$ cat src/rtl/img_vector_reader.sv
// img_vector_reader
//   Walks an image's point list in a synchronous ROM, translates every point
//   from image-local to screen coordinates (s = pos + p - mid) and presents it
//   downstream on a valid/ready handshake. A run stops at the word carrying
//   the end flag, or after MAX_POINTS words (overrun, err_overrun set).
//
//   Optional feature macro: IMG_READER_CLIP_EN
//     defined   : off-screen results clamp to 0 / max and the point is blanked
//     undefined : results wrap to the low COORD_W bits, blank as stored in ROM
//
// Ports
//   clk, rst_n            clock, asynchronous active-low reset
//   start                 1-cycle request, honoured only while idle
//   adr_start             first ROM word of the image
//   pos_x, pos_y          screen position of the image mid-point
//   mid_x, mid_y          image-local mid-point
//   busy                  high from accepted start until the run finishes
//   done                  1-cycle pulse when the image is finished
//   err_overrun           sticky overrun flag, cleared by the next start
//   rom_adr               registered ROM address
//   rom_data              {end, blank, px, py}, 1-cycle read latency
//   pt_x, pt_y, pt_blank  translated point and beam-off flag
//   pt_valid, pt_ready    point handshake
module img_vector_reader #(
  parameter int ADR_W      = 10,
  parameter int COORD_W    = 8,
  parameter int MAX_POINTS = 64
) (
  input  logic                 clk,
  input  logic                 rst_n,
  input  logic                 start,
  input  logic [ADR_W-1:0]     adr_start,
  input  logic [COORD_W-1:0]   pos_x,
  input  logic [COORD_W-1:0]   pos_y,
  input  logic [COORD_W-1:0]   mid_x,
  input  logic [COORD_W-1:0]   mid_y,
  output logic                 busy,
  output logic                 done,
  output logic                 err_overrun,
  output logic [ADR_W-1:0]     rom_adr,
  input  logic [2*COORD_W+1:0] rom_data,
  output logic [COORD_W-1:0]   pt_x,
  output logic [COORD_W-1:0]   pt_y,
  output logic                 pt_blank,
  output logic                 pt_valid,
  input  logic                 pt_ready
);

  localparam int CNT_W = (MAX_POINTS > 1) ? $clog2(MAX_POINTS) : 1;

  typedef enum logic [2:0] {
    S_IDLE,
    S_FETCH,
    S_CAPT,
    S_OUT,
    S_DONE
  } state_t;

  state_t state, state_n;

  logic [COORD_W-1:0] pos_x_q, pos_y_q, mid_x_q, mid_y_q;
  logic [CNT_W-1:0]   count;
  logic               end_q;

  logic               rom_end, rom_blank;
  logic [COORD_W-1:0] rom_px, rom_py;
  logic [COORD_W-1:0] x_n, y_n;
  logic               blank_n;
  logic               accept, last_pt, overrun_hit;

  assign rom_end   = rom_data[2*COORD_W+1];
  assign rom_blank = rom_data[2*COORD_W];
  assign rom_px    = rom_data[2*COORD_W-1:COORD_W];
  assign rom_py    = rom_data[COORD_W-1:0];

`ifdef IMG_READER_CLIP_EN
  localparam int S_W = COORD_W + 2;
  logic [S_W-1:0] sx, sy;
  logic           oob_x, oob_y;

  // Two guard bits hold -max..2*max exactly: top bit = negative,
  // next bit (with top clear) = above the screen.
  always_comb begin
    sx = {2'b00, pos_x_q} + {2'b00, rom_px} - {2'b00, mid_x_q};
    sy = {2'b00, pos_y_q} + {2'b00, rom_py} - {2'b00, mid_y_q};
    oob_x = sx[S_W-1] | sx[S_W-2];
    oob_y = sy[S_W-1] | sy[S_W-2];
    if (sx[S_W-1])      x_n = '0;
    else if (sx[S_W-2]) x_n = '1;
    else                x_n = sx[COORD_W-1:0];
    if (sy[S_W-1])      y_n = '0;
    else if (sy[S_W-2]) y_n = '1;
    else                y_n = sy[COORD_W-1:0];
    blank_n = rom_blank | oob_x | oob_y;
  end
`else
  // Wrapping result equals the low bits of the wide sum, so the guard
  // bits are never formed here.
  always_comb begin
    x_n     = pos_x_q + rom_px - mid_x_q;
    y_n     = pos_y_q + rom_py - mid_y_q;
    blank_n = rom_blank;
  end
`endif

  assign accept      = (state == S_OUT) && pt_ready;
  assign overrun_hit = (count == CNT_W'(MAX_POINTS - 1));
  assign last_pt     = end_q || overrun_hit;

  always_comb begin
    state_n = state;
    case (state)
      S_IDLE:  if (start) state_n = S_FETCH;
      S_FETCH: state_n = S_CAPT;
      S_CAPT:  state_n = S_OUT;
      S_OUT:   if (accept) state_n = last_pt ? S_DONE : S_FETCH;
      S_DONE:  state_n = S_IDLE;
      default: state_n = S_IDLE;
    endcase
  end

  always_ff @(posedge clk or negedge rst_n) begin
    if (!rst_n) state <= S_IDLE;
    else        state <= state_n;
  end

  always_ff @(posedge clk or negedge rst_n) begin
    if (!rst_n) begin
      busy        <= 1'b0;
      done        <= 1'b0;
      err_overrun <= 1'b0;
      rom_adr     <= '0;
      pt_x        <= '0;
      pt_y        <= '0;
      pt_blank    <= 1'b0;
      pt_valid    <= 1'b0;
      count       <= '0;
      end_q       <= 1'b0;
      pos_x_q     <= '0;
      pos_y_q     <= '0;
      mid_x_q     <= '0;
      mid_y_q     <= '0;
    end else begin
      case (state)
        S_IDLE: begin
          if (start) begin
            pos_x_q     <= pos_x;
            pos_y_q     <= pos_y;
            mid_x_q     <= mid_x;
            mid_y_q     <= mid_y;
            rom_adr     <= adr_start;
            count       <= '0;
            err_overrun <= 1'b0;
            busy        <= 1'b1;
          end
        end
        S_CAPT: begin
          pt_x     <= x_n;
          pt_y     <= y_n;
          pt_blank <= blank_n;
          end_q    <= rom_end;
          pt_valid <= 1'b1;
        end
        S_OUT: begin
          if (accept) begin
            pt_valid <= 1'b0;
            if (last_pt) begin
              done <= 1'b1;
              if (!end_q) err_overrun <= 1'b1;
            end else begin
              rom_adr <= rom_adr + ADR_W'(1);
              count   <= count + CNT_W'(1);
            end
          end
        end
        S_DONE: begin
          done <= 1'b0;
          busy <= 1'b0;
        end
        default: ;
      endcase
    end
  end

endmodule

$ cat config.mk
export PLATFORM = sky130hd
export DESIGN_NAME = img_vector_reader
export DESIGN_NICKNAME = d
export VERILOG_FILES = /design/src/rtl/img_vector_reader.sv
export SDC_FILE = /design/constraint.sdc
export NUM_CORES = 1
export LEC_CHECK = 0
export BUFFER_PORTS_ARGS = -buffer_cell sky130_fd_sc_hd__buf_4
export CAP_MARGIN = 20
export CORE_ASPECT_RATIO = 1.1
export CORE_MARGIN = 2
export CORE_UTILIZATION = 45
export CTS_BUF_LIST = sky130_fd_sc_hd__clkbuf_8
export CTS_CLUSTER_DIAMETER = 200
export DETAILED_ROUTE_END_ITERATION = 8
export PLACE_DENSITY = 0.73
export SKIP_CTS_REPAIR_TIMING = 1
export SKIP_LAST_GASP = 1
export SYNTH_ARGS = -nofsm -noshare
export SYNTH_HDL_FRONTEND = slang
export SYNTH_SLANG_ARGS = --single-unit
$ cat constraint.sdc
create_clock -name clk -period 2.72 [get_ports clk]
set_input_delay 0.136 -clock clk [delete_from_list [all_inputs] [get_ports clk]]
set_output_delay 0.136 -clock clk [all_outputs]
set_load 0.03 [all_outputs]
==> reports/results.txt, run 1 <==
Status: finished with violations
Failing checks: hold timing
Net Count, Synth: 559
Total GRT Usage: 0.193
Area after DPL: 4960 sq um
Layout Cell Area excl Fill: 5330 sq um
Largest family of logic cells by synthesized area: simple AND/OR/NAND/NOR gates
YS warnings: 0
CP Capture Type: flop
Place WS: 277 ps
Arr. time, crit path: 2730 ps
DR iter-0 viols: 103
Most frequent cells in the layout: 109 x nand2_1, 100 x buf_4, 73 x dfrtp_1
CTS tree: built
Largest net degree at the start of global routing: 74
Avg Synthesized Cell Area: 9.03 sq um
FP Rows: 36
Vias: 3553
Detailed-router iteration count before antenna repair: 4
HP Class: primary input to async pin
First-pass GRT wire length: 15.5 mm
Post-synthesis adder-cell area fraction: 0.121
Die width: 95.9 um
Filler cells: 810
Slowest cell on crit path: fa_1
Final setup violating endpoints: 0
Antenna fix cells: 0
CTS sink cnt: 73
GPL Wtd Cong: 0.817
Final HPWL DP: 6.83 mm
Synth Area in XOR/XNOR: 0.0251
Fmax: 409 MHz
WP data required: 3000 ps
Startpoint types: flop
Port bufs: 94
Synth Area in Compound Gates: 0.154
Critical R2R Launch: mid_x_q[1]$_DFFE_PN0P_
Routed wire length per instance: 13.8 um
Area growth, synth to finish: 27.3%
Final WS setup: 275 ps
Fraction of the mapped netlist area in simple logic gates: 0.177
Pwr dens: 1330 nW/um^2
Mux contribution to synthesized area: 0.00479
Max transition margin: 0.373
Core area: 8960 sq um
CP cell instances: fa_1 > inv_1 > fa_1 > a21o_1 > a31o_2 > a2111oi_0 > nand3b_1
Period minus WS final: 2450 ps
Number of vias per cell: 5.16
Area occupied by registers: 1830 sq um
Hold_ws: -85.4 ps
Total power: 7.10 mW
Max clock buf depth: 2
H-tree Lvls: 3
TritonCTS Buffers: 9
GRT Residual Overflow: 0
Final wirelength: 9.51 mm
Max-cap violation count: 0
Number of flops mapped to enable cells by yosys: 0
RSZ-0062 raised after global routing: false
Leading cell type in the layout, fill and taps excluded: nand2_1
CP max stage delay: 480 ps
Worst-path maximum fanout: 2
I/O pin cnt: 95
Synth Flop Type: dfrtp_1
Mapped Area: 4180 sq um
Vias in the first global route: 3429
Worst-margin pin slew: 941 ps
Mapped Cells: 463
Multi-input logic area: 2020 sq um
Yosys cell types: 50
Share of cells above drive strength 1: 0.216
Drc violations: 0
Setup TNS Final: 0 ps
Register area share after synthesis: 0.437
Max rail drop VDD: 0.449 mV
CTS clock-pin slew for the worst setup and hold paths: 80 ps
Clk_skew: 12.9 ps
Max-slew violation count: 0
Die height: 105 um
Initial Util: 0.467
Period utilization: 0.899
Most frequent CP cell: fa_1
Die ar.: 10100 sq um
Initial antenna violation count: 0
Leakage: 2.71 nW
Type of the worst setup path: flop to flop
Setup crit start: mid_x_q[1]$_DFFE_PN0P_
Root Driver: clkbuf_8
Nets: 666
Antenna-violating nets left: 0
Seq cells post-synth: 73
Clk_lat worst skew: 340 ps
Post-synth ARST share: 1.00
Final Hold Vio Count: 78
==> state kept, by name (all words and copies together) (netlist names) <==
register	flops
mid_x_q	8
pt_blank	1
pos_y_q	8
state	3
err_overrun	1
pos_x_q	8
count	6
rom_adr	10
done	1
end_q	1
mid_y_q	8
pt_valid	1
pt_x	8
pt_y	8
busy	1
==> report_power, final <==
group / internal, mW / switching [mW] / total (mW)
registers: 1.60 / 0.379 / 1.97
clock network: 0.471 / 0.415 / 0.886
logic: 1.75 / 2.49 / 4.24
total: 3.82 / 3.28 / 7.10
==> layout make-up <==
| class | instances | area share |
|---|---|---|
| multi-input combinational | 311 | 0.379 |
| sequential | 73 | 0.343 |
| timing repair buffer | 116 | 0.171 |
| inverter | 59 | 0.0416 |
| clock buffer | 11 | 0.0284 |
| tap | 114 | 0.0268 |
| clock inverter | 5 | 0.0101 |
==> critical path: cells and delay by family, from the launching register on <==
family | cells | cell delay [ps]
AOI/OAI and AO/OA | 3 | 810
adders and majority gates | 2 | 950
and+or+nand+nor | 1 | 150
buffers and inverters | 1 | 70
DFF | 1 | 410
==> Yosys cell counts (3+ instances only) <==
cell,instances,area share
nor2_1,8,0.0072
o21ai_0,36,0.043
nand2_1,109,0.098
fa_1,14,0.067
clkbuf_1,7,0.0063
buf_4,4,0.0072
a21oi_1,19,0.023
nand3_1,9,0.011
o21a_1,3,0.0054
a22oi_1,5,0.0090
ha_1,18,0.054
a21o_1,5,0.0090
inv_1,59,0.053
xnor2_1,10,0.021
dfrtp_1,73,0.44
a211oi_1,5,0.0090
and3_1,6,0.0090
o2bb2ai_1,4,0.0084
nand3b_1,3,0.0054
nor3_1,8,0.0096
nand4_1,4,0.0060
o22ai_1,5,0.0075
buf_6,3,0.0081
a31oi_1,5,0.0075
buf_2,6,0.0072
==> logic make-up (layout without fill, tap and decap cells) <==
family / Yosys count / in the layout
AO/OA/AOI/OAI: 102 / 102
XOR/XNOR: 12 / 12
adder cells (fa/ha/maj): 32 / 32
buffers and inverters: 79 / 191
flip-flops: 73 / 73
multiplexers: 2 / 2
AND/OR/NAND/NOR: 163 / 163
==> path summary, 6_finish.rpt <==
check	to	slack [ps]	depth (start not counted)
max	pt_x[6]$_DFFE_PN0P_	270	7
min	pos_y_q[0]$_DFFE_PN0P_	-90	1
max reg2reg	pt_x[6]$_DFFE_PN0P_	270	7
min reg2reg	pt_x[0]$_DFFE_PN0P_	480	2
max in group asynchronous	mid_x_q[5]$_DFFE_PN0P_	2180	1
min in group clk	mid_y_q[5]$_DFFE_PN0P_	-10	3
==> per-layer routing <==
layer | track usage | up-vias | part of all wire
met1 | 0.246 | 1694 | 0.45
met2 | 0.330 | 89 | 0.50
li1 | - | 1761 | -
met3 | 0.0389 | 9 | 0.041
met5 | 0 | - | 0
met4 | 0.0480 | 0 | 0.0082
==> metrics by stage <==
stage                util  hold slack [ps]  instances
finish              0.594            -85.4        689
global placement    0.553              327        657
CTS                 0.576            -35.4        673
detailed placement  0.553              328        657
floorplan               -             -160        463
global route        0.594            0.683        689
Note: power is estimated with default switching activity, not from simulation.
==> inputs of run 2 (changes only) <==
--- a/config.mk
+++ b/config.mk
@@ -5,6 +5,7 @@
 export SDC_FILE = /design/constraint.sdc
 export NUM_CORES = 1
 export LEC_CHECK = 0
+export ABC_AREA = 1
 export BUFFER_PORTS_ARGS = -buffer_cell sky130_fd_sc_hd__buf_4
 export CAP_MARGIN = 20
 export CORE_ASPECT_RATIO = 1.1
==> run 2 against run 1 <==
  * Combinational power increased by 10%
  * First-iteration DRC count increased by 120%
  * Register-to-register slack improved by 330 ps
  * The flow still finishes with violations (hold timing)
==> reports/results.txt, run 2 <==
Max clock buf depth: 2
Clk pwr share: 0.114
Post-Layout Cell Count: 808
Largest net degree at the start of global routing: 74
Root Driver: clkbuf_8
Core area: 9440 sq um
TritonCTS Buffers: 9
WP data required: 2960 ps
Hold_ws: -82.5 ps
CTS sink cnt: 73
Setup TNS Final: 0 ps
CP Capture Type: flop
Period utilization: 0.776
Status: finished with violations
Die width: 98.4 um
Detailed-router iteration count before antenna repair: 5
Synth Flop Type: dfrtp_1
Main area contributors after synthesis: dfrtp_1 41%, nand2_1 20%, inv_1 7.9%, fa_1 6.4%, ha_1 5.1%
Post-synth ARST share: 1.00
Power Internal: 3.84 mW
RSZ-0062 raised after global routing: false
Number of vias per cell: 4.81
Period minus WS final: 2110 ps
Die height: 108 um
H-tree Lvls: 3
GPL Wtd Cong: 0.905
Largest register FFs: 10
First-pass GRT wire length: 16.2 mm
Antenna-violating nets left: 0
GRT Residual Overflow: 0
Nets: 783
Area leader, netlist: dfrtp_1
Number of flops mapped to enable cells by yosys: 0
Total GRT Usage: 0.188
Final wirelength: 9.59 mm
Register area share after synthesis: 0.415
Most numerous cell in the Yosys netlist: nand2_1
Gate power share: 0.624
Type of the worst setup path: flop to flop
Switching pwr: 3.64 mW
Routed wire length per instance: 11.9 um
Max rail drop VDD: 0.720 mV
Max-slew violation count: 0
Startpoint types: flop
Net Count, Synth: 677
Layout Utilization: 0.584
DR iter-0 viols: 224
Total power: 7.48 mW
Clk_lat worst skew: 350 ps
Leakage: 3.12 nW
Initial antenna violation count: 0
HP Class: primary input to async pin
Filler cells: 850
Most frequent cells in the layout: 233 x nand2_1, 96 x buf_4, 94 x inv_1
Switching Share: 0.487
Vias in the first global route: 3679
Mapped Area: 4410 sq um
Worst-margin pin slew: 952 ps
Failing checks: hold timing
FP Rows: 37
CTS tree: built
Critical R2R Launch: mid_x_q[2]$_DFFE_PN0P_
Initial Util: 0.467
Port bufs: 94
Share of cells above drive strength 1: 0.184
Drc violations: 0
Sequential Power Share: 0.262
Die ar.: 10600 sq um
Setup crit start: mid_x_q[2]$_DFFE_PN0P_
Final Hold Vio Count: 81
Top cells by count, synth: 233 x nand2_1, 93 x inv_1, 73 x dfrtp_1
Avg Synthesized Cell Area: 7.58 sq um
Yosys top cell area share: 0.415
YS warnings: 0
CTS clock-pin slew for the worst setup and hold paths: 70 ps
Vias: 3890
Yosys cell types: 29
Final setup violating endpoints: 0
Seq cells post-synth: 73
Fmax: 474 MHz
Placed insts: 781
Mapped Cells: 581
Antenna fix cells: 0
Final HPWL DP: 6.96 mm
Max transition margin: 0.365
Max-cap violation count: 0
Worst-path maximum fanout: 4
Leading cell type in the layout, fill and taps excluded: nand2_1
Clk_skew: 9.67 ps
Area growth, synth to finish: 25.1%
Pwr dens: 1360 nW/um^2
Biggest register: rom_adr
Arr. time, crit path: 2350 ps
I/O pin cnt: 95
## run 2: area by class of cell
cell class	instances	area [sq um]	share of cell area
multi-input cells	397	2140	0.387
flip-flops and latches	73	1830	0.331
repair buffers	108	841	0.153
inverters	98	368	0.0667
clock buffers	11	151	0.0275
well taps	117	146	0.0266
clock inverters	4	43.8	0.00794
## run 2: power by group through the flow
stage | Sequential, mW | Combinational, mW | Clock (mW)
final | 1.96 | 4.67 | 0.850
after global routing | 2.02 | 5.35 | 0.919
after CTS | 1.96 | 4.69 | 0.870
after detailed placement | 1.97 | 4.66 | 0
after global placement | 1.95 | 4.53 | 0
after floorplan | 2.34 | 3.13 | 0
## run 2: per-stage QoR
stage	area [sq um]	hold WS, ps	worst slack [ps]
after global routing	5510	0.213	498
after floorplan	4410	-160	748
after CTS	5390	-38.1	614
after detailed placement	5200	339	621
final	5510	-82.5	610
after global placement	5200	337	698
## run 2: routing by layer
layer,up-vias,routed length [um],track usage
met1,1797,4340,0.242
li1,1975,-,-
met5,-,0,0
met2,105,4640,0.318
met3,13,466,0.0318
met4,0,148,0.0734
## run 2: final timing paths
check / end / slack (ps) / cells after the start
worst max-delay path: pt_x[7]$_DFFE_PN0P_ / 610 / 10
worst min-delay path: pt_blank$_DFFE_PN0P_ / -80 / 1
worst max register to register: pt_x[7]$_DFFE_PN0P_ / 610 / 10
worst min register to register: pt_x[1]$_DFFE_PN0P_ / 470 / 2
max in group asynchronous: mid_y_q[7]$_DFFE_PN0P_ / 2160 / 1
min in group clk: mid_y_q[6]$_DFFE_PN0P_ / -10 / 3
## run 2: cell families (layout without fill, tap and decap cells)
group	count (synthesis)	after routing	synth area share
buffers and inverters	111	221	0.102
adders and majority gates	32	32	0.115
xor gates and xnor gates	13	13	0.0258
and+or+nand+nor	309	309	0.292
muxes	1	1	0.00227
AOI/OAI and AO/OA	42	42	0.0488
DFF	73	73	0.415
## run 2: critical path, stage by stage, from the launching register on
cell,delay [ps]
dfrtp_1,410
fa_1,500
inv_1,40
ha_1,330
or2_2,310
nand2_1,110
nor2_1,50
nor2_1,80
nand2_1,60
nand3_1,60
nand2_1,50
